## src/rtl/d_frame_check_if.sv

```systemverilog
// Stream bundle between the processing-stage output, the deframer and the
// downstream consumer. The t_* group faces upstream, the i_* group downstream.
interface d_frame_check_if;
  logic [31:0] t_data;
  logic        t_last;
  logic        t_valid;
  logic        t_ready;
  logic [31:0] i_data;
  logic [1:0]  i_sec;
  logic [9:0]  i_idx;
  logic        i_last;
  logic        i_valid;
  logic        i_ready;

  // Stimulus / consumer side (drives input words and downstream ready).
  modport master (
    output t_data, t_last, t_valid, i_ready,
    input  t_ready, i_data, i_sec, i_idx, i_last, i_valid
  );

  // Deframer side.
  modport slave (
    input  t_data, t_last, t_valid, i_ready,
    output t_ready, i_data, i_sec, i_idx, i_last, i_valid
  );
endinterface

```

## src/rtl/d_frame_check.sv

```systemverilog
// Receive-side deframer/checker for the d-engine processed-frame stream.
// Locks onto frame boundaries, tags forwarded words with section and index,
// strips the two trailing saturation-count words into status registers and
// cross-checks them against locally recounted out-of-range samples.
module d_frame_check #(
  parameter int DATA_LEN  = 1024,
  parameter int TRUNK_LEN = 16
) (
  input  logic                clk,
  input  logic                rstf,
  d_frame_check_if.slave      bus,
  input  logic signed [31:0]  func0MinThreshold,
  input  logic signed [31:0]  func0MaxThreshold,
  input  logic signed [31:0]  func1MinThreshold,
  input  logic signed [31:0]  func1MaxThreshold,
  output logic [31:0]         func0_sat_rpt,
  output logic [31:0]         func1_sat_rpt,
  output logic [1:0]          sat_mismatch,
  output logic                frame_done,
  output logic                frame_err,
  output logic [15:0]         err_cnt
);

  localparam int IDX_W = 10;
  localparam logic [IDX_W-1:0] DATA_LAST   = IDX_W'(DATA_LEN - 1);
  localparam logic [IDX_W-1:0] TRK_FWD_END = IDX_W'(TRUNK_LEN - 3);
  localparam logic [IDX_W-1:0] TRK_S0_IDX  = IDX_W'(TRUNK_LEN - 2);
  localparam logic [IDX_W-1:0] TRK_END     = IDX_W'(TRUNK_LEN - 1);

  typedef enum logic [2:0] {SYNC, RAW, FUNC0, FUNC1, TRUNK} state_t;

  state_t             state, nxt_state;
  logic [IDX_W-1:0]   q_cnt, nxt_cnt;
  logic [31:0]        loc0, loc1, s0;
  logic               fwd, t_rdy, o_vld, acc;
  logic [1:0]         sec;
  logic               done_evt, err_evt, ld_s0, clr_loc, inc0, inc1;

  // Sample outside the inclusive [mn, mx] window, compared as signed values.
  function automatic logic out_of_range(input logic signed [31:0] d,
                                        input logic signed [31:0] mn,
                                        input logic signed [31:0] mx);
    return (d < mn) || (d > mx);
  endfunction

  // Error counter increment that sticks at all-ones.
  function automatic logic [15:0] sat_inc16(input logic [15:0] v);
    return (v == 16'hFFFF) ? v : v + 16'd1;
  endfunction

  assign bus.t_ready = t_rdy;
  assign bus.i_valid = o_vld;
  assign bus.i_data  = bus.t_data;
  assign bus.i_sec   = sec;
  assign bus.i_idx   = q_cnt;
  assign bus.i_last  = (state == TRUNK) && (q_cnt == TRK_FWD_END);

  // Handshake steering plus next-state / event decode for the framing FSM.
  always_comb begin
    fwd       = 1'b0;
    sec       = 2'd0;
    nxt_state = state;
    nxt_cnt   = q_cnt;
    done_evt  = 1'b0;
    err_evt   = 1'b0;
    ld_s0     = 1'b0;
    clr_loc   = 1'b0;
    inc0      = 1'b0;
    inc1      = 1'b0;

    case (state)
      RAW:     begin fwd = 1'b1; sec = 2'd0; end
      FUNC0:   begin fwd = 1'b1; sec = 2'd1; end
      FUNC1:   begin fwd = 1'b1; sec = 2'd2; end
      TRUNK:   begin fwd = (q_cnt <= TRK_FWD_END); sec = 2'd3; end
      default: begin fwd = 1'b0; sec = 2'd0; end
    endcase

    // Non-forwarding positions (SYNC, trailing trunk words) always drain.
    t_rdy = fwd ? bus.i_ready : 1'b1;
    o_vld = fwd & bus.t_valid;
    acc   = bus.t_valid & t_rdy;

    if (acc) begin
      case (state)
        SYNC: begin
          if (bus.t_last) begin
            nxt_state = RAW;
            nxt_cnt   = '0;
          end
        end
        RAW, FUNC0, FUNC1: begin
          inc0 = (state == FUNC0) &&
                 out_of_range(bus.t_data, func0MinThreshold, func0MaxThreshold);
          inc1 = (state == FUNC1) &&
                 out_of_range(bus.t_data, func1MinThreshold, func1MaxThreshold);
          if (bus.t_last) begin
            err_evt   = 1'b1;
            nxt_state = RAW;
            nxt_cnt   = '0;
          end else if (q_cnt == DATA_LAST) begin
            nxt_cnt = '0;
            case (state)
              RAW:     begin nxt_state = FUNC0; clr_loc = 1'b1; end
              FUNC0:   nxt_state = FUNC1;
              default: nxt_state = TRUNK;
            endcase
          end else begin
            nxt_cnt = q_cnt + IDX_W'(1);
          end
        end
        TRUNK: begin
          if (q_cnt == TRK_END) begin
            nxt_cnt = '0;
            if (bus.t_last) begin
              done_evt  = 1'b1;
              nxt_state = RAW;
            end else begin
              // Lost alignment: only a fresh t_last can re-establish it.
              err_evt   = 1'b1;
              nxt_state = SYNC;
            end
          end else if (bus.t_last) begin
            err_evt   = 1'b1;
            nxt_state = RAW;
            nxt_cnt   = '0;
          end else begin
            ld_s0   = (q_cnt == TRK_S0_IDX);
            nxt_cnt = q_cnt + IDX_W'(1);
          end
        end
        default: begin
          nxt_state = SYNC;
          nxt_cnt   = '0;
        end
      endcase
    end
  end

  // FSM state register.
  always_ff @(posedge clk or negedge rstf) begin
    if (!rstf) state <= SYNC;
    else       state <= nxt_state;
  end

  // Section word counter, local out-of-range counters and the s0 shadow.
  always_ff @(posedge clk or negedge rstf) begin
    if (!rstf) begin
      q_cnt <= '0;
      loc0  <= '0;
      loc1  <= '0;
      s0    <= '0;
    end else begin
      q_cnt <= nxt_cnt;
      if (clr_loc) begin
        loc0 <= '0;
        loc1 <= '0;
      end else begin
        if (inc0) loc0 <= loc0 + 32'd1;
        if (inc1) loc1 <= loc1 + 32'd1;
      end
      if (ld_s0) s0 <= bus.t_data;
    end
  end

  // Frame status: one-cycle pulses, reported counts and error tally.
  always_ff @(posedge clk or negedge rstf) begin
    if (!rstf) begin
      func0_sat_rpt <= '0;
      func1_sat_rpt <= '0;
      sat_mismatch  <= '0;
      frame_done    <= 1'b0;
      frame_err     <= 1'b0;
      err_cnt       <= '0;
    end else begin
      frame_done   <= done_evt;
      frame_err    <= err_evt;
      sat_mismatch <= '0;
      if (done_evt) begin
        func0_sat_rpt <= s0;
        func1_sat_rpt <= bus.t_data;
        sat_mismatch  <= {(bus.t_data != loc1), (s0 != loc0)};
      end
      if (err_evt) err_cnt <= sat_inc16(err_cnt);
    end
  end

endmodule

```

## src/flat_wrapper.sv

```systemverilog
// flat-port wrapper written by rule: the top's interface ports become plain ports
module d_frame_check_flat 
#(
  parameter int DATA_LEN  = 1024,
  parameter int TRUNK_LEN = 16
)
  (clk, rstf, func0MinThreshold, func0MaxThreshold, func1MinThreshold, func1MaxThreshold, func0_sat_rpt, func1_sat_rpt, sat_mismatch, frame_done, frame_err, err_cnt, bus_t_data, bus_t_last, bus_t_valid, bus_i_ready, bus_t_ready, bus_i_data, bus_i_sec, bus_i_idx, bus_i_last, bus_i_valid);
  d_frame_check_if bus_i ();
  input  logic clk;
  input  logic rstf;
  input  logic signed [31:0] func0MinThreshold;
  input  logic signed [31:0] func0MaxThreshold;
  input  logic signed [31:0] func1MinThreshold;
  input  logic signed [31:0] func1MaxThreshold;
  output logic [31:0] func0_sat_rpt;
  output logic [31:0] func1_sat_rpt;
  output logic [1:0] sat_mismatch;
  output logic frame_done;
  output logic frame_err;
  output logic [15:0] err_cnt;
  input wire logic [$bits(bus_i.t_data)-1:0] bus_t_data;
  input wire logic [$bits(bus_i.t_last)-1:0] bus_t_last;
  input wire logic [$bits(bus_i.t_valid)-1:0] bus_t_valid;
  input wire logic [$bits(bus_i.i_ready)-1:0] bus_i_ready;
  output wire logic [$bits(bus_i.t_ready)-1:0] bus_t_ready;
  output wire logic [$bits(bus_i.i_data)-1:0] bus_i_data;
  output wire logic [$bits(bus_i.i_sec)-1:0] bus_i_sec;
  output wire logic [$bits(bus_i.i_idx)-1:0] bus_i_idx;
  output wire logic [$bits(bus_i.i_last)-1:0] bus_i_last;
  output wire logic [$bits(bus_i.i_valid)-1:0] bus_i_valid;
  assign bus_i.t_data = bus_t_data;
  assign bus_i.t_last = bus_t_last;
  assign bus_i.t_valid = bus_t_valid;
  assign bus_i.i_ready = bus_i_ready;
  assign bus_t_ready = bus_i.t_ready;
  assign bus_i_data = bus_i.i_data;
  assign bus_i_sec = bus_i.i_sec;
  assign bus_i_idx = bus_i.i_idx;
  assign bus_i_last = bus_i.i_last;
  assign bus_i_valid = bus_i.i_valid;
  d_frame_check #(.DATA_LEN(DATA_LEN), .TRUNK_LEN(TRUNK_LEN)) u_core (.clk(clk), .rstf(rstf), .bus(bus_i), .func0MinThreshold(func0MinThreshold), .func0MaxThreshold(func0MaxThreshold), .func1MinThreshold(func1MinThreshold), .func1MaxThreshold(func1MaxThreshold), .func0_sat_rpt(func0_sat_rpt), .func1_sat_rpt(func1_sat_rpt), .sat_mismatch(sat_mismatch), .frame_done(frame_done), .frame_err(frame_err), .err_cnt(err_cnt));
endmodule
```

## config.mk

```make
export PLATFORM = sky130hd
export DESIGN_NAME = d_frame_check_flat
export DESIGN_NICKNAME = d
export VERILOG_FILES = /design/src/rtl/d_frame_check_if.sv /design/src/rtl/d_frame_check.sv /design/src/flat_wrapper.sv
export SDC_FILE = /design/constraint.sdc
export NUM_CORES = 1
export LEC_CHECK = 0
export ABC_AREA = 1
export CAP_MARGIN = 20
export CORE_MARGIN = 10
export CORE_UTILIZATION = 45
export DETAILED_ROUTE_END_ITERATION = 10
export PLACE_DENSITY = 0.71
export SETUP_SLACK_MARGIN = 0.3
export SYNTH_ARGS = -nofsm -noshare
export SYNTH_HDL_FRONTEND = slang
export SYNTH_SLANG_ARGS = --single-unit
```

## constraint.sdc

```tcl
create_clock -name clk -period 2.5 [get_ports clk]
set_input_delay 0.5 -clock clk [delete_from_list [all_inputs] [get_ports clk]]
set_output_delay 0.5 -clock clk [all_outputs]
set_load 0.02 [all_outputs]
```

==> summary.txt, run 1 <==
CTS
-------------------------------------------------------------------------------------
Cts bufs inserted                                                                  17
Worst-case clock buffer depth                                                       2
Total number of H-tree levels                                                       4
CTS root buffer                                                             clkbuf_16
Clock transition at path regs                                                   70 ps
Clock tree sinks                                                                  193
Clock latency at the later pin of the worst-skew pair                          450 ps
CTS tree                                                                         done

PWR
-------------------------------------------------------------------------------------
Overall power of the completed layout                                        9.594 mW
Static leakage power                                                         10.87 nW
Internal power of the cells                                                  6.271 mW
Comb power frac                                                                 35.4%
Switching power summed over all nets                                         3.323 mW
Areal power density over the cells                                       447.9 mW/mm²
Proportion of power drawn by the clock network                                  28.9%
Sequential share of power                                                       35.8%
Sw Ratio                                                                       34.63%
Worst voltage drop across the vdd grid                                      0.5135 mV

WORST SETUP PATH
-------------------------------------------------------------------------------------
Req. time, crit path                                                          2830 ps
Worst path arrival time                                                       2640 ps
Maximum fanout count along the critical path                                        8
CP Capture Type                                                                  flop
Class of the most critical setup path                                    input pin to flop
Critical path startpoint category                                           input pin

PLACE
-------------------------------------------------------------------------------------
Final GP Congestion                                                            0.9745
Port-buffer cells                                                                 295
Instance area after placement                                             0.01832 mm²
DP HPWL                                                                      38730 µm
# placed instances                                                               2687
Post-Place Worst Slack                                                      -566.4 ps

ROUTE
-------------------------------------------------------------------------------------
DRC Markers                                                                         0
Detailed-route vias per instance                                                5.416
Via total after detailed routing                                               15.01k
Routed length per instance                                                   19.68 µm
Final Routed Wirelength                                                      54540 µm
Routed Antenna Nets                                                                 0
Iter 0 DRT Violations                                                            1117
Total iterations of the first detailed-routing run                                  6

TIMING
-------------------------------------------------------------------------------------
Fin Setup TNS                                                                    0 ps
Max frequency                                                              0.4333 GHz
Setup violators final                                                               0
Max-slew violation count                                                            0
Final hold violation count                                                          0
Transition time of the tightest slew-check pin                               597.7 ps
Final period demand of the worst path                                         2308 ps
Worst hold margin                                                            26.67 ps
RSZ-0062 raised after global routing                                             true
Worst Skew                                                                   10.76 ps
Post-route setup slack                                                       192.4 ps
Slew margin rel.                                                               59.12%
Ratio of final minimum period to clock period                                  92.31%

RUN STATUS
-------------------------------------------------------------------------------------
Result of the run                                                        complete, no violations

SYNTH
-------------------------------------------------------------------------------------
Count of cell types in the netlist                                                 42
Gate count after technology mapping                                              1973
Syn_area_per_cell                                                           7.351 µm²
Largest area contributor in the synthesized netlist                           dfrtp_1
Syn. warnings                                                                       0
#FFs+latches synth                                                                193
Synthesized area                                                          0.01450 mm²
Top-area cell type share of the netlist area                                   33.30%
Syn_nets                                                                         2272
Main area contributors after synthesis                                   dfrtp_1 33%, nand2_1 13%, ha_1 12%
Share of the yosys chip area belonging to registers                            33.30%

GLOBAL ROUTING
-------------------------------------------------------------------------------------
Grt met2 use                                                                   43.93%
GRT Max-Usage Layer                                                              met2
Largest net degree at the start of global routing                                  87
Remaining global-route overflow                                                     0
First-pass GRT wire length                                                   79390 µm
Met1 Resource Use GR                                                           30.84%
Vias in the first global route                                                 14.59k
Met3 GRT Util                                                                  3.852%
Number of antenna violations at the first check in global routing                   4
All-Layer GR Usage                                                             25.21%

FLOORPLANNING
-------------------------------------------------------------------------------------
Width of the die                                                             199.5 µm
Boundary pin count                                                                296
Site row count                                                                     65
Floorplan Core Area                                                       0.03172 mm²
Height of the die                                                            199.5 µm
Effective utilization at floorplan                                             45.72%
Overall die area                                                          0.03981 mm²

FLOW RUN
-------------------------------------------------------------------------------------
Max-cap violations                                                                  0

WORST HOLD PATH
-------------------------------------------------------------------------------------
Worst hold path class                                                    input pin to asynchronous set/reset pin

FINAL LAYOUT
-------------------------------------------------------------------------------------
Number of nets in the layout                                                     2650
Share of the core filled with cells                                            67.53%
Number of filler instances in the final layout                                   2498
Final instance count without filler cells                                        2771
Most frequent standard cell in the layout excluding fill and tap cells        nand2_1
Post-route cell area                                                      0.02142 mm²
Share of post-route cells with drive strength above 1                          27.28%
Commonest non-fill, non-tap cells in the layout                          435 x nand2_1, 218 x inv_1, 192 x dfrtp_1
Post-synthesis to final-layout area growth                                     47.70%

-- cell families (layout without fill, tap and decap cells) --
group | count (synthesis) | in the layout | share of synthesized area [%]
compound gates | 198 | 198 | 7.497
xor+xnor | 113 | 113 | 6.824
fa+ha+maj | 134 | 134 | 11.56
buf+inv | 427 | 818 | 12.94
flops | 193 | 193 | 33.30
other cells | 0 | 5 | 0
simple gates | 908 | 908 | 27.88
-- sequential cells by signal, indices dropped and copies added (netlist names), 2 cells and up --
register              cells
u_core.bus.i_idx         10
u_core.err_cnt           16
u_core.func0_sat_rpt     32
u_core.func1_sat_rpt     32
u_core.loc0              32
u_core.loc1              32
u_core.s0                32
u_core.sat_mismatch       2
u_core.state              3
-- power by group through the flow --
stage	combinational [mW]	clock, mW	sequential [mW]
6_report	3.39	2.77	3.43
5_1_grt	3.66	2.95	3.45
4_1_cts	2.94	2.81	3.42
3_5_place_dp	2.53	0	3.49
3_3_place_gp	2.49	0	3.48
2_1_floorplan	1.30	0	3.55
-- worst max-delay path, stage by stage --
cell	delay [ps]
buf_2	100
inv_2	40
ha_4	280
nand2_4	60
nor2_4	120
nand4_1	100
nor3b_2	240
buf_4	190
nand4_1	240
nand3_4	160
nand2_4	80
buf_8	150
buf_12	120
buf_16	140
nand4_1	70
nand2_1	60
-- path summary, 6_finish.rpt --
check                      slack, ps                startpoint  cells after the start                  endpoint
max in group asynchronous       1810                      rstf                      2  u_core.func1_sat_rpt[31]
min in group clk                 480  u_core.func0_sat_rpt[30]                      2  u_core.func0_sat_rpt[30]
min reg2reg                      480  u_core.func0_sat_rpt[30]                      2  u_core.func0_sat_rpt[30]
max                              190     func0MaxThreshold[23]                     16            u_core.loc0[4]
min                               30                      rstf                      1         u_core.err_cnt[2]
max reg2reg                      300       u_core.bus.i_idx[6]                     14        u_core.err_cnt[12]
-- synthesized netlist by cell type --
master       n
nand2_1    495
inv_1      315
dfrtp_1    193
ha_1       134
nand3_1    109
nor2_1     109
nand4_1     90
xor2_1      74
a21oi_1     73
o21ai_0     63
buf_4       39
nor3_1      39
xnor2_1     39
o21ai_1     36
buf_2       35
nor4_1      28
clkbuf_1    15
nand2_2     12
buf_6       11
inv_2        8
o21a_1       7
o21ai_2      7
or2_2        6
nor2_2       5
clkinv_1     3
nor3b_2      3
o2111ai_1    3
a2111oi_0    2
a31oi_1      2
nand3_2      2
nand3b_1     2
nor2_4       2
nor3_2       2
nor3b_1      2
a21oi_4      1
clkbuf_2     1
nor3_4       1
o211ai_1     1
o221ai_1     1
o311ai_2     1
o31ai_1      1
or3_1        1
-- layer usage --
| layer | vias to the layer above | routed length, µm |
|---|---|---|
| met3 | 147 | 3324 |
| li1 | 7096 | - |
| met4 | 0 | 2151 |
| met5 | - | 0 |
| met2 | 569 | 27590 |
| met1 | 7196 | 21470 |
-- cell type report --
class | count | area [µm²] | share of cell area (%)
Multi-Input combinational cell | 1353 | 9691 | 45.24
Sequential cell | 193 | 4831 | 22.55
Timing Repair Buffer | 460 | 4567 | 21.32
Inverter | 326 | 1230 | 5.742
Tap cell | 402 | 503.0 | 2.348
Clock buffer | 23 | 488.0 | 2.278
Clock inverter | 9 | 98.84 | 0.4614
Antenna cell | 5 | 12.51 | 0.05841
-- timing repair --
item,4_1_cts,5_1_grt
hold endpoints to repair,0,0
endpoints found under the setup margin,141,127
pin swaps,102,159
gates cloned,6,4
hold buffers,0,0
resized for setup,408,368
setup buffers,25,12
(Power assumes the default switching activity.)
==> run 2: changes to the inputs <==
Settings changed: ABC_CLOCK_PERIOD_IN_PS from default to 2500, SLEW_MARGIN from default to 5.
==> results of run 2 <==
No change in the layout: final DEF, timing and power equal those of run 1.
